### src/rtl/stm32_bus_engine_if.sv
// Byte-wide MCU bus between the STM32 and the FPGA: opcode strobe, input byte,
// and the FPGA's output byte with its drive enable.
interface stm32_bus_engine_if;
  logic       DATA_SYNC;
  logic [7:0] DATA_BUS_IN;
  logic [7:0] DATA_BUS_OUT;
  logic       DATA_BUS_OE;

  modport master (output DATA_SYNC, DATA_BUS_IN, input DATA_BUS_OUT, DATA_BUS_OE);
  modport slave  (input DATA_SYNC, DATA_BUS_IN, output DATA_BUS_OUT, DATA_BUS_OE);
endinterface

### src/rtl/stm32_bus_engine.sv
// MCU parallel-bus command engine: opcode decode, RX IQ FIFO with overflow and
// underflow accounting, atomic parameter block load and TX IQ delivery.
module stm32_bus_engine #(
  parameter int                         SAMPLE_WIDTH = 16,
  parameter int                         FIFO_AW      = 3,
  parameter int                         PARAM_BYTES  = 16,
  parameter int                         RX_BURST     = 1,
  parameter logic [8*PARAM_BYTES-1:0]   PARAM_RESET  = '0
) (
  input  logic                           clk_in,
  input  logic                           reset_n,
  stm32_bus_engine_if.slave              bus,
  input  logic signed [SAMPLE_WIDTH-1:0] RX_I,
  input  logic signed [SAMPLE_WIDTH-1:0] RX_Q,
  input  logic                           IQ_valid,
  input  logic                           ADC_OTR,
  input  logic                           DAC_OTR,
  output logic signed [SAMPLE_WIDTH-1:0] TX_I,
  output logic signed [SAMPLE_WIDTH-1:0] TX_Q,
  output logic                           tx_iq_valid,
  output logic [8*PARAM_BYTES-1:0]       PARAMS,
  output logic                           params_valid,
  output logic [FIFO_AW:0]               fifo_level
);

  localparam int SB     = SAMPLE_WIDTH / 8;
  localparam int WW     = 2 * SAMPLE_WIDTH;
  localparam int DEPTH  = 1 << FIFO_AW;
  localparam int PB_M1  = PARAM_BYTES - 1;
  localparam int IQ_M1  = 2 * SB - 1;
  localparam int RXB_M1 = RX_BURST - 1;
  localparam logic [6:0]       LAST_PARAM = PB_M1[6:0];
  localparam logic [6:0]       LAST_IQ    = IQ_M1[6:0];
  localparam logic [FIFO_AW:0] LAST_BURST = RXB_M1[FIFO_AW:0];
  localparam logic [FIFO_AW:0] FULL_LEVEL = DEPTH[FIFO_AW:0];

  typedef enum logic [2:0] {S_IDLE, S_ECHO, S_WPAR, S_STAT, S_TXIQ, S_RXIQ} state_t;

  state_t             state_reg;
  logic [6:0]         slot_reg;
  logic [FIFO_AW:0]   burst_reg;
  logic [WW-9:0]      tx_sh_reg;
  logic [WW-1:0]      rx_sh_reg;
  logic [WW-1:0]      fifo_mem [DEPTH];
  logic [FIFO_AW-1:0] wr_ptr_reg, rd_ptr_reg;
  logic [7:0]         ovf_cnt_reg, unf_cnt_reg;
  logic               ovf_sticky_reg, unf_sticky_reg;

  logic [8*PARAM_BYTES-1:0] params_load;
  logic [WW-1:0]            tx_full, rd_data;
  logic [31:0]              level_ext;
  logic [7:0]               level_byte, status_byte;
  logic fifo_empty, fifo_full, pop_req, pop, push, ovf_evt, unf_evt, stat_clr, shadow_we;

  assign fifo_empty = (fifo_level == '0);
  assign fifo_full  = (fifo_level == FULL_LEVEL);
  assign pop_req    = (state_reg == S_RXIQ) && (slot_reg == 7'd0) && !bus.DATA_SYNC;
  assign pop        = pop_req && !fifo_empty;
  // A pop in the same slot frees the entry, so a push into a full FIFO still lands.
  assign push       = IQ_valid && (!fifo_full || pop);
  assign ovf_evt    = IQ_valid && !push;
  assign unf_evt    = pop_req && fifo_empty;
  assign stat_clr   = (state_reg == S_STAT) && (slot_reg == 7'd3) && !bus.DATA_SYNC;
  assign shadow_we  = (state_reg == S_WPAR) && !bus.DATA_SYNC;
  assign rd_data    = fifo_mem[rd_ptr_reg];
  assign tx_full    = {tx_sh_reg, bus.DATA_BUS_IN};
  assign level_ext  = 32'(fifo_level);
  assign level_byte = (level_ext > 32'd255) ? 8'hFF : level_ext[7:0];

  // The final parameter byte is taken straight from the bus so the block loads in one edge.
  for (genvar gi = 0; gi < PARAM_BYTES; gi++) begin : g_shadow
    if (gi < PARAM_BYTES - 1) begin : g_byte
      logic [7:0] byte_reg;
      always_ff @(posedge clk_in or negedge reset_n) begin
        if (!reset_n)
          byte_reg <= 8'h00;
        else if (shadow_we && slot_reg == 7'(gi))
          byte_reg <= bus.DATA_BUS_IN;
      end
      assign params_load[gi*8 +: 8] = byte_reg;
    end else begin : g_last
      assign params_load[gi*8 +: 8] = bus.DATA_BUS_IN;
    end
  end

  always_comb begin
    status_byte = 8'h00;
    case (slot_reg[1:0])
      2'd0:    status_byte = {ADC_OTR, DAC_OTR, ovf_sticky_reg, unf_sticky_reg,
                              fifo_empty, fifo_full, 2'b00};
      2'd1:    status_byte = level_byte;
      2'd2:    status_byte = ovf_cnt_reg;
      default: status_byte = unf_cnt_reg;
    endcase
  end

  always_ff @(posedge clk_in) begin
    if (push)
      fifo_mem[wr_ptr_reg] <= {RX_Q, RX_I};
  end

  always_ff @(posedge clk_in or negedge reset_n) begin
    if (!reset_n) begin
      wr_ptr_reg     <= '0;
      rd_ptr_reg     <= '0;
      fifo_level     <= '0;
      ovf_cnt_reg    <= 8'h00;
      unf_cnt_reg    <= 8'h00;
      ovf_sticky_reg <= 1'b0;
      unf_sticky_reg <= 1'b0;
    end else begin
      if (push) wr_ptr_reg <= wr_ptr_reg + 1'b1;
      if (pop)  rd_ptr_reg <= rd_ptr_reg + 1'b1;
      case ({push, pop})
        2'b10:   fifo_level <= fifo_level + 1'b1;
        2'b01:   fifo_level <= fifo_level - 1'b1;
        default: fifo_level <= fifo_level;
      endcase
      // Clearing on the last status byte keeps any event from that same slot.
      if (stat_clr) begin
        ovf_cnt_reg    <= {7'd0, ovf_evt};
        unf_cnt_reg    <= {7'd0, unf_evt};
        ovf_sticky_reg <= ovf_evt;
        unf_sticky_reg <= unf_evt;
      end else begin
        if (ovf_evt) begin
          ovf_sticky_reg <= 1'b1;
          if (ovf_cnt_reg != 8'hFF) ovf_cnt_reg <= ovf_cnt_reg + 8'd1;
        end
        if (unf_evt) begin
          unf_sticky_reg <= 1'b1;
          if (unf_cnt_reg != 8'hFF) unf_cnt_reg <= unf_cnt_reg + 8'd1;
        end
      end
    end
  end

  always_ff @(posedge clk_in or negedge reset_n) begin
    if (!reset_n) begin
      state_reg        <= S_IDLE;
      slot_reg         <= 7'd0;
      burst_reg        <= '0;
      tx_sh_reg        <= '0;
      rx_sh_reg        <= '0;
      bus.DATA_BUS_OUT <= 8'h00;
      bus.DATA_BUS_OE  <= 1'b0;
      TX_I             <= '0;
      TX_Q             <= '0;
      tx_iq_valid      <= 1'b0;
      PARAMS           <= PARAM_RESET;
      params_valid     <= 1'b0;
    end else begin
      tx_iq_valid  <= 1'b0;
      params_valid <= 1'b0;
      if (bus.DATA_SYNC) begin
        slot_reg        <= 7'd0;
        burst_reg       <= '0;
        bus.DATA_BUS_OE <= 1'b0;
        case (bus.DATA_BUS_IN)
          8'h00:   state_reg <= S_ECHO;
          8'h01:   state_reg <= S_WPAR;
          8'h02: begin state_reg <= S_STAT; bus.DATA_BUS_OE <= 1'b1; end
          8'h03:   state_reg <= S_TXIQ;
          8'h04: begin state_reg <= S_RXIQ; bus.DATA_BUS_OE <= 1'b1; end
          default: state_reg <= S_IDLE;
        endcase
      end else begin
        case (state_reg)
          S_ECHO: begin
            bus.DATA_BUS_OUT <= bus.DATA_BUS_IN;
            bus.DATA_BUS_OE  <= 1'b1;
            state_reg        <= S_IDLE;
          end
          S_WPAR: begin
            if (slot_reg == LAST_PARAM) begin
              PARAMS       <= params_load;
              params_valid <= 1'b1;
              state_reg    <= S_IDLE;
            end else begin
              slot_reg <= slot_reg + 7'd1;
            end
          end
          S_STAT: begin
            bus.DATA_BUS_OUT <= status_byte;
            if (slot_reg == 7'd3) state_reg <= S_IDLE;
            else                  slot_reg  <= slot_reg + 7'd1;
          end
          S_TXIQ: begin
            tx_sh_reg <= tx_full[WW-9:0];
            if (slot_reg == LAST_IQ) begin
              TX_Q        <= tx_full[WW-1:SAMPLE_WIDTH];
              TX_I        <= tx_full[SAMPLE_WIDTH-1:0];
              tx_iq_valid <= 1'b1;
              state_reg   <= S_IDLE;
            end else begin
              slot_reg <= slot_reg + 7'd1;
            end
          end
          S_RXIQ: begin
            if (slot_reg == 7'd0) begin
              bus.DATA_BUS_OUT <= fifo_empty ? 8'h00 : rd_data[WW-1 -: 8];
              rx_sh_reg        <= fifo_empty ? '0 : {rd_data[WW-9:0], 8'h00};
            end else begin
              bus.DATA_BUS_OUT <= rx_sh_reg[WW-1 -: 8];
              rx_sh_reg        <= {rx_sh_reg[WW-9:0], 8'h00};
            end
            if (slot_reg == LAST_IQ) begin
              slot_reg <= 7'd0;
              if (burst_reg == LAST_BURST) state_reg <= S_IDLE;
              else                         burst_reg <= burst_reg + 1'b1;
            end else begin
              slot_reg <= slot_reg + 7'd1;
            end
          end
          default: state_reg <= S_IDLE;
        endcase
      end
    end
  end

endmodule
### src/flat_wrapper.sv
// flat-port wrapper written by rule: the top's interface ports become plain ports
module stm32_bus_engine_flat 
#(
  parameter int                         SAMPLE_WIDTH = 16,
  parameter int                         FIFO_AW      = 3,
  parameter int                         PARAM_BYTES  = 16,
  parameter int                         RX_BURST     = 1,
  parameter logic [8*PARAM_BYTES-1:0]   PARAM_RESET  = '0
)
  (clk_in, reset_n, RX_I, RX_Q, IQ_valid, ADC_OTR, DAC_OTR, TX_I, TX_Q, tx_iq_valid, PARAMS, params_valid, fifo_level, bus_DATA_SYNC, bus_DATA_BUS_IN, bus_DATA_BUS_OUT, bus_DATA_BUS_OE);
  stm32_bus_engine_if bus_i ();
  input  logic clk_in;
  input  logic reset_n;
  input  logic signed [SAMPLE_WIDTH-1:0] RX_I;
  input  logic signed [SAMPLE_WIDTH-1:0] RX_Q;
  input  logic IQ_valid;
  input  logic ADC_OTR;
  input  logic DAC_OTR;
  output logic signed [SAMPLE_WIDTH-1:0] TX_I;
  output logic signed [SAMPLE_WIDTH-1:0] TX_Q;
  output logic tx_iq_valid;
  output logic [8*PARAM_BYTES-1:0] PARAMS;
  output logic params_valid;
  output logic [FIFO_AW:0] fifo_level;
  input wire logic [$bits(bus_i.DATA_SYNC)-1:0] bus_DATA_SYNC;
  input wire logic [$bits(bus_i.DATA_BUS_IN)-1:0] bus_DATA_BUS_IN;
  output wire logic [$bits(bus_i.DATA_BUS_OUT)-1:0] bus_DATA_BUS_OUT;
  output wire logic [$bits(bus_i.DATA_BUS_OE)-1:0] bus_DATA_BUS_OE;
  assign bus_i.DATA_SYNC = bus_DATA_SYNC;
  assign bus_i.DATA_BUS_IN = bus_DATA_BUS_IN;
  assign bus_DATA_BUS_OUT = bus_i.DATA_BUS_OUT;
  assign bus_DATA_BUS_OE = bus_i.DATA_BUS_OE;
  stm32_bus_engine #(.SAMPLE_WIDTH(SAMPLE_WIDTH), .FIFO_AW(FIFO_AW), .PARAM_BYTES(PARAM_BYTES), .RX_BURST(RX_BURST), .PARAM_RESET(PARAM_RESET)) u_core (.clk_in(clk_in), .reset_n(reset_n), .bus(bus_i), .RX_I(RX_I), .RX_Q(RX_Q), .IQ_valid(IQ_valid), .ADC_OTR(ADC_OTR), .DAC_OTR(DAC_OTR), .TX_I(TX_I), .TX_Q(TX_Q), .tx_iq_valid(tx_iq_valid), .PARAMS(PARAMS), .params_valid(params_valid), .fifo_level(fifo_level));
endmodule
### config.mk
export PLATFORM = sky130hd
export DESIGN_NAME = stm32_bus_engine_flat
export DESIGN_NICKNAME = d
export VERILOG_FILES = /design/src/rtl/stm32_bus_engine_if.sv /design/src/rtl/stm32_bus_engine.sv /design/src/flat_wrapper.sv
export SDC_FILE = /design/constraint.sdc
export NUM_CORES = 1
export LEC_CHECK = 0
export CAP_MARGIN = 20
export CORE_MARGIN = 2
export CORE_UTILIZATION = 39
export DETAILED_ROUTE_END_ITERATION = 7
export HOLD_SLACK_MARGIN = 0.08
export MAX_ROUTING_LAYER = met4
export PLACE_DENSITY = 0.64
export SYNTH_ARGS = -nofsm -noshare
export SYNTH_HDL_FRONTEND = slang
export SYNTH_SLANG_ARGS = --single-unit
export TNS_END_PERCENT = 1
### constraint.sdc
create_clock -name clk_in -period 14 [get_ports clk_in]
set_input_delay 2.1 -clock clk_in [delete_from_list [all_inputs] [get_ports clk_in]]
set_output_delay 2.1 -clock clk_in [all_outputs]
set_load 0.005 [all_outputs]
Word level (Yosys, flattened, before mapping). Memories as Yosys holds them, arrays and structs flattened. Index checks and enable logic that the tools add are counted.

Add/sub/neg operators: 8. $mul: 0. Div/mod/pow operators: 0. Magnitude comparators: 1. Equality and inequality tests: 38. Shift operators: 0. Muxes and demuxes: 45. Bitwise operators: 1. Reductions and logical operators: 56.

Operator list (number): 8-bit two-way mux (9); 32-bit two-way mux (2); 7-bit by 4-bit equality test with 1-bit output, second input constant (8); 8-bit one-hot mux with 3 select lines (2); 7-bit by 3-bit equality test with 1-bit output, second input constant (4); 7-bit two-way mux (4); 1-bit logical AND (24); 7-bit one-hot mux with 3 select lines (1); 8-bit by 1-bit adder with 8-bit output, second input constant (2); 8-bit by 2-bit equality test with 1-bit output, second input constant (2); 4-bit two-way mux (4); 8-bit inequality test, second input constant (2); 2-bit nonzero test (8); 1-bit two-way mux (15); 3-bit two-way mux (5); 3-bit inequality test, second input constant (5); 3-bit one-hot mux with 5 select lines (1); 7-bit by 2-bit equality test with 1-bit output, second input constant (2); 3-bit AND reduction (4); 2-bit AND reduction (5); 3-bit one-hot mux with 3 select lines (1); 4-bit by 1-bit adder with 4-bit output, second input constant (2); 8-bit by 1-bit equality test with 1-bit output, second input constant (1); 8-bit by 3-bit equality test with 1-bit output, second input constant (1); other kinds (25) (35).

Flip-flop bits (word level): 389. Bits in latches: 0. Memory bits (writable): 256. Memory bits (read-only): 0. Bits of input ports: 46. Output and inout bits: 175. Word-level logic and storage cells: 184. Memories kept: 1.

Memories: u_core.fifo_mem (words 8, width 32, read ports 1, clocked after Yosys merged registers in 0, wr ports 1, RTL line stm32_bus_engine.sv:44) `logic [WW-1:0] fifo_mem [DEPTH];`.

Longest topological paths before layout.
Depth after elaboration: 10. Mapped depth: 13. Depth with buffers taken out: 12.

Least setup slack after synthesis. Ideal clock, no wire load.

Path kind: input-to-reg. Start point: input port bus_DATA_SYNC. End point: memory u_core.fifo_mem[2][0] (netlist name), enable pin. Setup time: 0.513 ns. Data arrival time: 6.455 ns. Required time: 13.487 ns. Setup slack: 7.032 ns. Stages on the path: 5. Buffers on the path: 1. Path through: nand4bb_1 clkbuf_1 o31ai_2 nand2_1 nor4b_1.

Cells in the longest elaborated chain, start to end: 7.

Ends and longest elaborated chain: start, declared (RTL line flat_wrapper.sv:25) `input wire logic [$bits(bus_i.DATA_SYNC)-1:0] bus_DATA_SYNC;`; 1-bit zero test (RTL line stm32_bus_engine.sv:57) `assign pop_req = (state_reg == S_RXIQ) && (slot_reg == 7'd0) && !bus.DATA_SYNC;`; 1-bit logical AND (RTL line stm32_bus_engine.sv:57); 1-bit logical AND (RTL line stm32_bus_engine.sv:58) `assign pop = pop_req && !fifo_empty;`; 1-bit logical OR (RTL line stm32_bus_engine.sv:60) `assign push = IQ_valid && (!fifo_full || pop);`; 1-bit logical AND (RTL line stm32_bus_engine.sv:60); 1-bit two-way mux (RTL line stm32_bus_engine.sv:98) `if (push)`; 1-bit two-way mux (not written as such) (RTL line stm32_bus_engine.sv:99) `fifo_mem[wr_ptr_reg] <= {RX_Q, RX_I};`; end, declared (RTL line stm32_bus_engine.sv:44).

Every way passes these cells.

Worst setup path after layout.
Start point: input port bus_DATA_SYNC. End point: register u_core.PARAMS[6].

Cells in the longest elaborated chain, start to end: 2.

Ends and longest elaborated chain: 1-bit NOT (no source line); 3-bit AND reduction (no source line); end signal, assigned (RTL line stm32_bus_engine.sv:176) `PARAMS <= params_load;`; end, declared (RTL line stm32_bus_engine.sv:21) `output logic [8*PARAM_BYTES-1:0] PARAMS,`.

Every way passes these cells. A chain may end at the register's enable or synchronous reset.

==> results.ini <==
[outcome]
status=completed

[grt]
antenna_found_initial=1
grt_max_degree=190
grt_pass1_wl_um=88470
grt.total_usage_pct=17.99
grt-ovfl-total=0
grt_pass1_vias=14190

[yosys]
synth_flop_cell=dfrtp_1
syn-cell-area_um2=25220
ys_ff_latch=637
syn_inst=1496
synth_edf_count=256
avgSynthCellArea_um2=16.86
yosys_warnings=0
syn-num-nets=1555
synth.distinct_cells=65
seq_area_frac_synth_pct=68.29
async_flop_share_pct=59.81

[critical_path]
cpMaxStageDelayCell=clkdlybuf4s50_1
worstPathArrival_ps=5960
worst_setup_path_start_kind=primary input
worstPathMaxFanout=59
end_kind=flip-flop
critPathTopFamily=buffers and inverters
rrSetupSlack_ps=10080
cp_common_cell=buf_4
crit_type=primary input to flip-flop
crit_chain=clkdlybuf4s50_1 > or4b_4 > nor2_2 > nand2_2 > buf_4 > inv_2 > buf_4 > mux2_2
crit_buf_inv=4
max_stage_delay_ps=840
crit_required_ps=14470

[sta]
min_period_ps=5487
finalHoldViolCount=0
max_freq_mhz=182.3
fin_tns_setup_ps=0
setup_viol=0
holdWs_ps=483.4
skew_ps=19.19
post-route-period-util_pct=39.19
worst_pin_slew_ps=1028
relSlewSlack_pct=31.33
slew_viol_final=0
rsz0062_at_grt=no

[cells_and_area]
largest_reg_flops=256
final_common_cell=dfrtp_1
final_cell_mix=378 x dfrtp_1, 315 x mux2_2, 256 x edfxtp_1
num-nets-final=1788
stdcell_area_um2=30630
synthToLayoutAreaGrowth_pct=21.45
drive_gt1_share_pct=30.32

[die]
die-area_um2=66710
fp-row-count=93
die_h_um=258.3
core_um2=64230
start_util_pct=39.26
ios=221
die_w_um=258.3

[clocking]
cts_buffer_depth=3
cts_setup_buffers=0
clkTransAtPathRegs_ps=60
cts_buffers=68
cts_resized=0
htree_levels=3
cts_tree=done
insertion_delay_ps=600
cts_root_buffer=clkbuf_16
hold_buffers=0
cts_sinks=637

[pwr]
ir_drop_mv=0.1119
powerDensity_nw_per_um2=137.6
leakage_uw=0.01242

[drt]
viasPerCell=5.286
drt_iter0_drc=1013
dr.pass1.iters=5
vias=13940
wirelength_um=57800
drc=0
avgRoutedWirePerCell_um=21.92
ant_nets=0

[placement]
dp_hpwl_um=36110
gp_congestion=0.8076
port_buffers=220
place_area_um2=28400

[worst_hold_path]
hold_class=flip-flop to flip-flop

[flow_run]
max_cap_violations=0

[power breakdown]
part	total (uW)	switching, uW	internal, uW
Combinational	301	188	113
Clock	1750	719	1030
Sequential	2160	68.7	2090
Total	4210	975	3240
[layout make-up]
cell class	instances	area (um^2)
diodes	1	2.502
clock buffers	95	1996
clock inverters	27	215.2
fillers	5461	33600
inverters	20	75.07
multi-input cells	755	7614
flip-flops and latches	637	17230
well taps	855	1070
repair buffers	247	2426
[cells in the mapped netlist, drive strengths merged (6+ instances only)]
cell | n | area share [%]
a21oi | 28 | 0.56
a221o | 8 | 0.32
a221oi | 10 | 0.35
a22oi | 16 | 0.48
a31oi | 11 | 0.27
buf | 40 | 0.78
clkbuf | 44 | 0.65
dfrtp | 381 | 38
edfxtp | 256 | 30
ha | 13 | 0.65
inv | 20 | 0.30
mux2 | 316 | 14
mux2i | 31 | 1.2
mux4 | 64 | 5.7
nand2 | 56 | 0.83
nand2b | 13 | 0.32
nand3 | 18 | 0.36
nor2 | 27 | 0.41
nor3 | 6 | 0.14
nor4 | 7 | 0.22
nor4b | 7 | 0.38
o21ai | 31 | 0.62
o31ai | 11 | 0.35
or4 | 11 | 0.33
xnor2 | 10 | 0.35
[layer usage]
layer  GRT usage, %  share of wire, %
met1          24.08                44
met4          4.769               2.1
met2          28.26                48
met3          3.541               5.8
met5              -                 0
[tightest hold or removal path: stages (launching register included)]
cell and delay [ps]:
dfrtp_1 350, nand2_1 50, nand2_1 50
[metrics by stage]
stage	util, %	instances	total power [uW]	setup slack [ps]
2_1_floorplan	-	1496	2334	7032
3_3_place_gp	44.22	2513	2490	7954
6_report	47.68	2637	4213	8513
3_5_place_dp	44.22	2513	2505	7871
4_1_cts	47.66	2635	4268	8498
5_1_grt	47.68	2637	4377	8286
[cell families after synthesis]
family / count (synthesis) / synth area share, %
and+or+nand+nor: 186 / 4.287
adders and majority gates: 13 / 0.6450
DFF: 637 / 68.29
buffers and inverters: 104 / 1.737
AOI/OAI and AO/OA: 132 / 3.533
xor gates and xnor gates: 13 / 0.4515
muxes: 411 / 21.06
[worst paths after layout]
kind                                  startpoint                                     end  cells past startpoint
setup / recovery                   bus_DATA_SYNC                        u_core.PARAMS[6]                      8
hold / removal             u_core.ovf_sticky_reg                   u_core.ovf_sticky_reg                      2
setup reg to reg              u_core.slot_reg[0]                  u_core.fifo_mem[6][29]                      7
hold reg to reg            u_core.ovf_sticky_reg                   u_core.ovf_sticky_reg                      2
max in group asynchronous                reset_n                    u_core.rd_ptr_reg[2]                      2
min in group asynchronous                reset_n  u_core.g_shadow[10].g_byte.byte_reg[6]                      1
(Power assumes the default switching activity.)
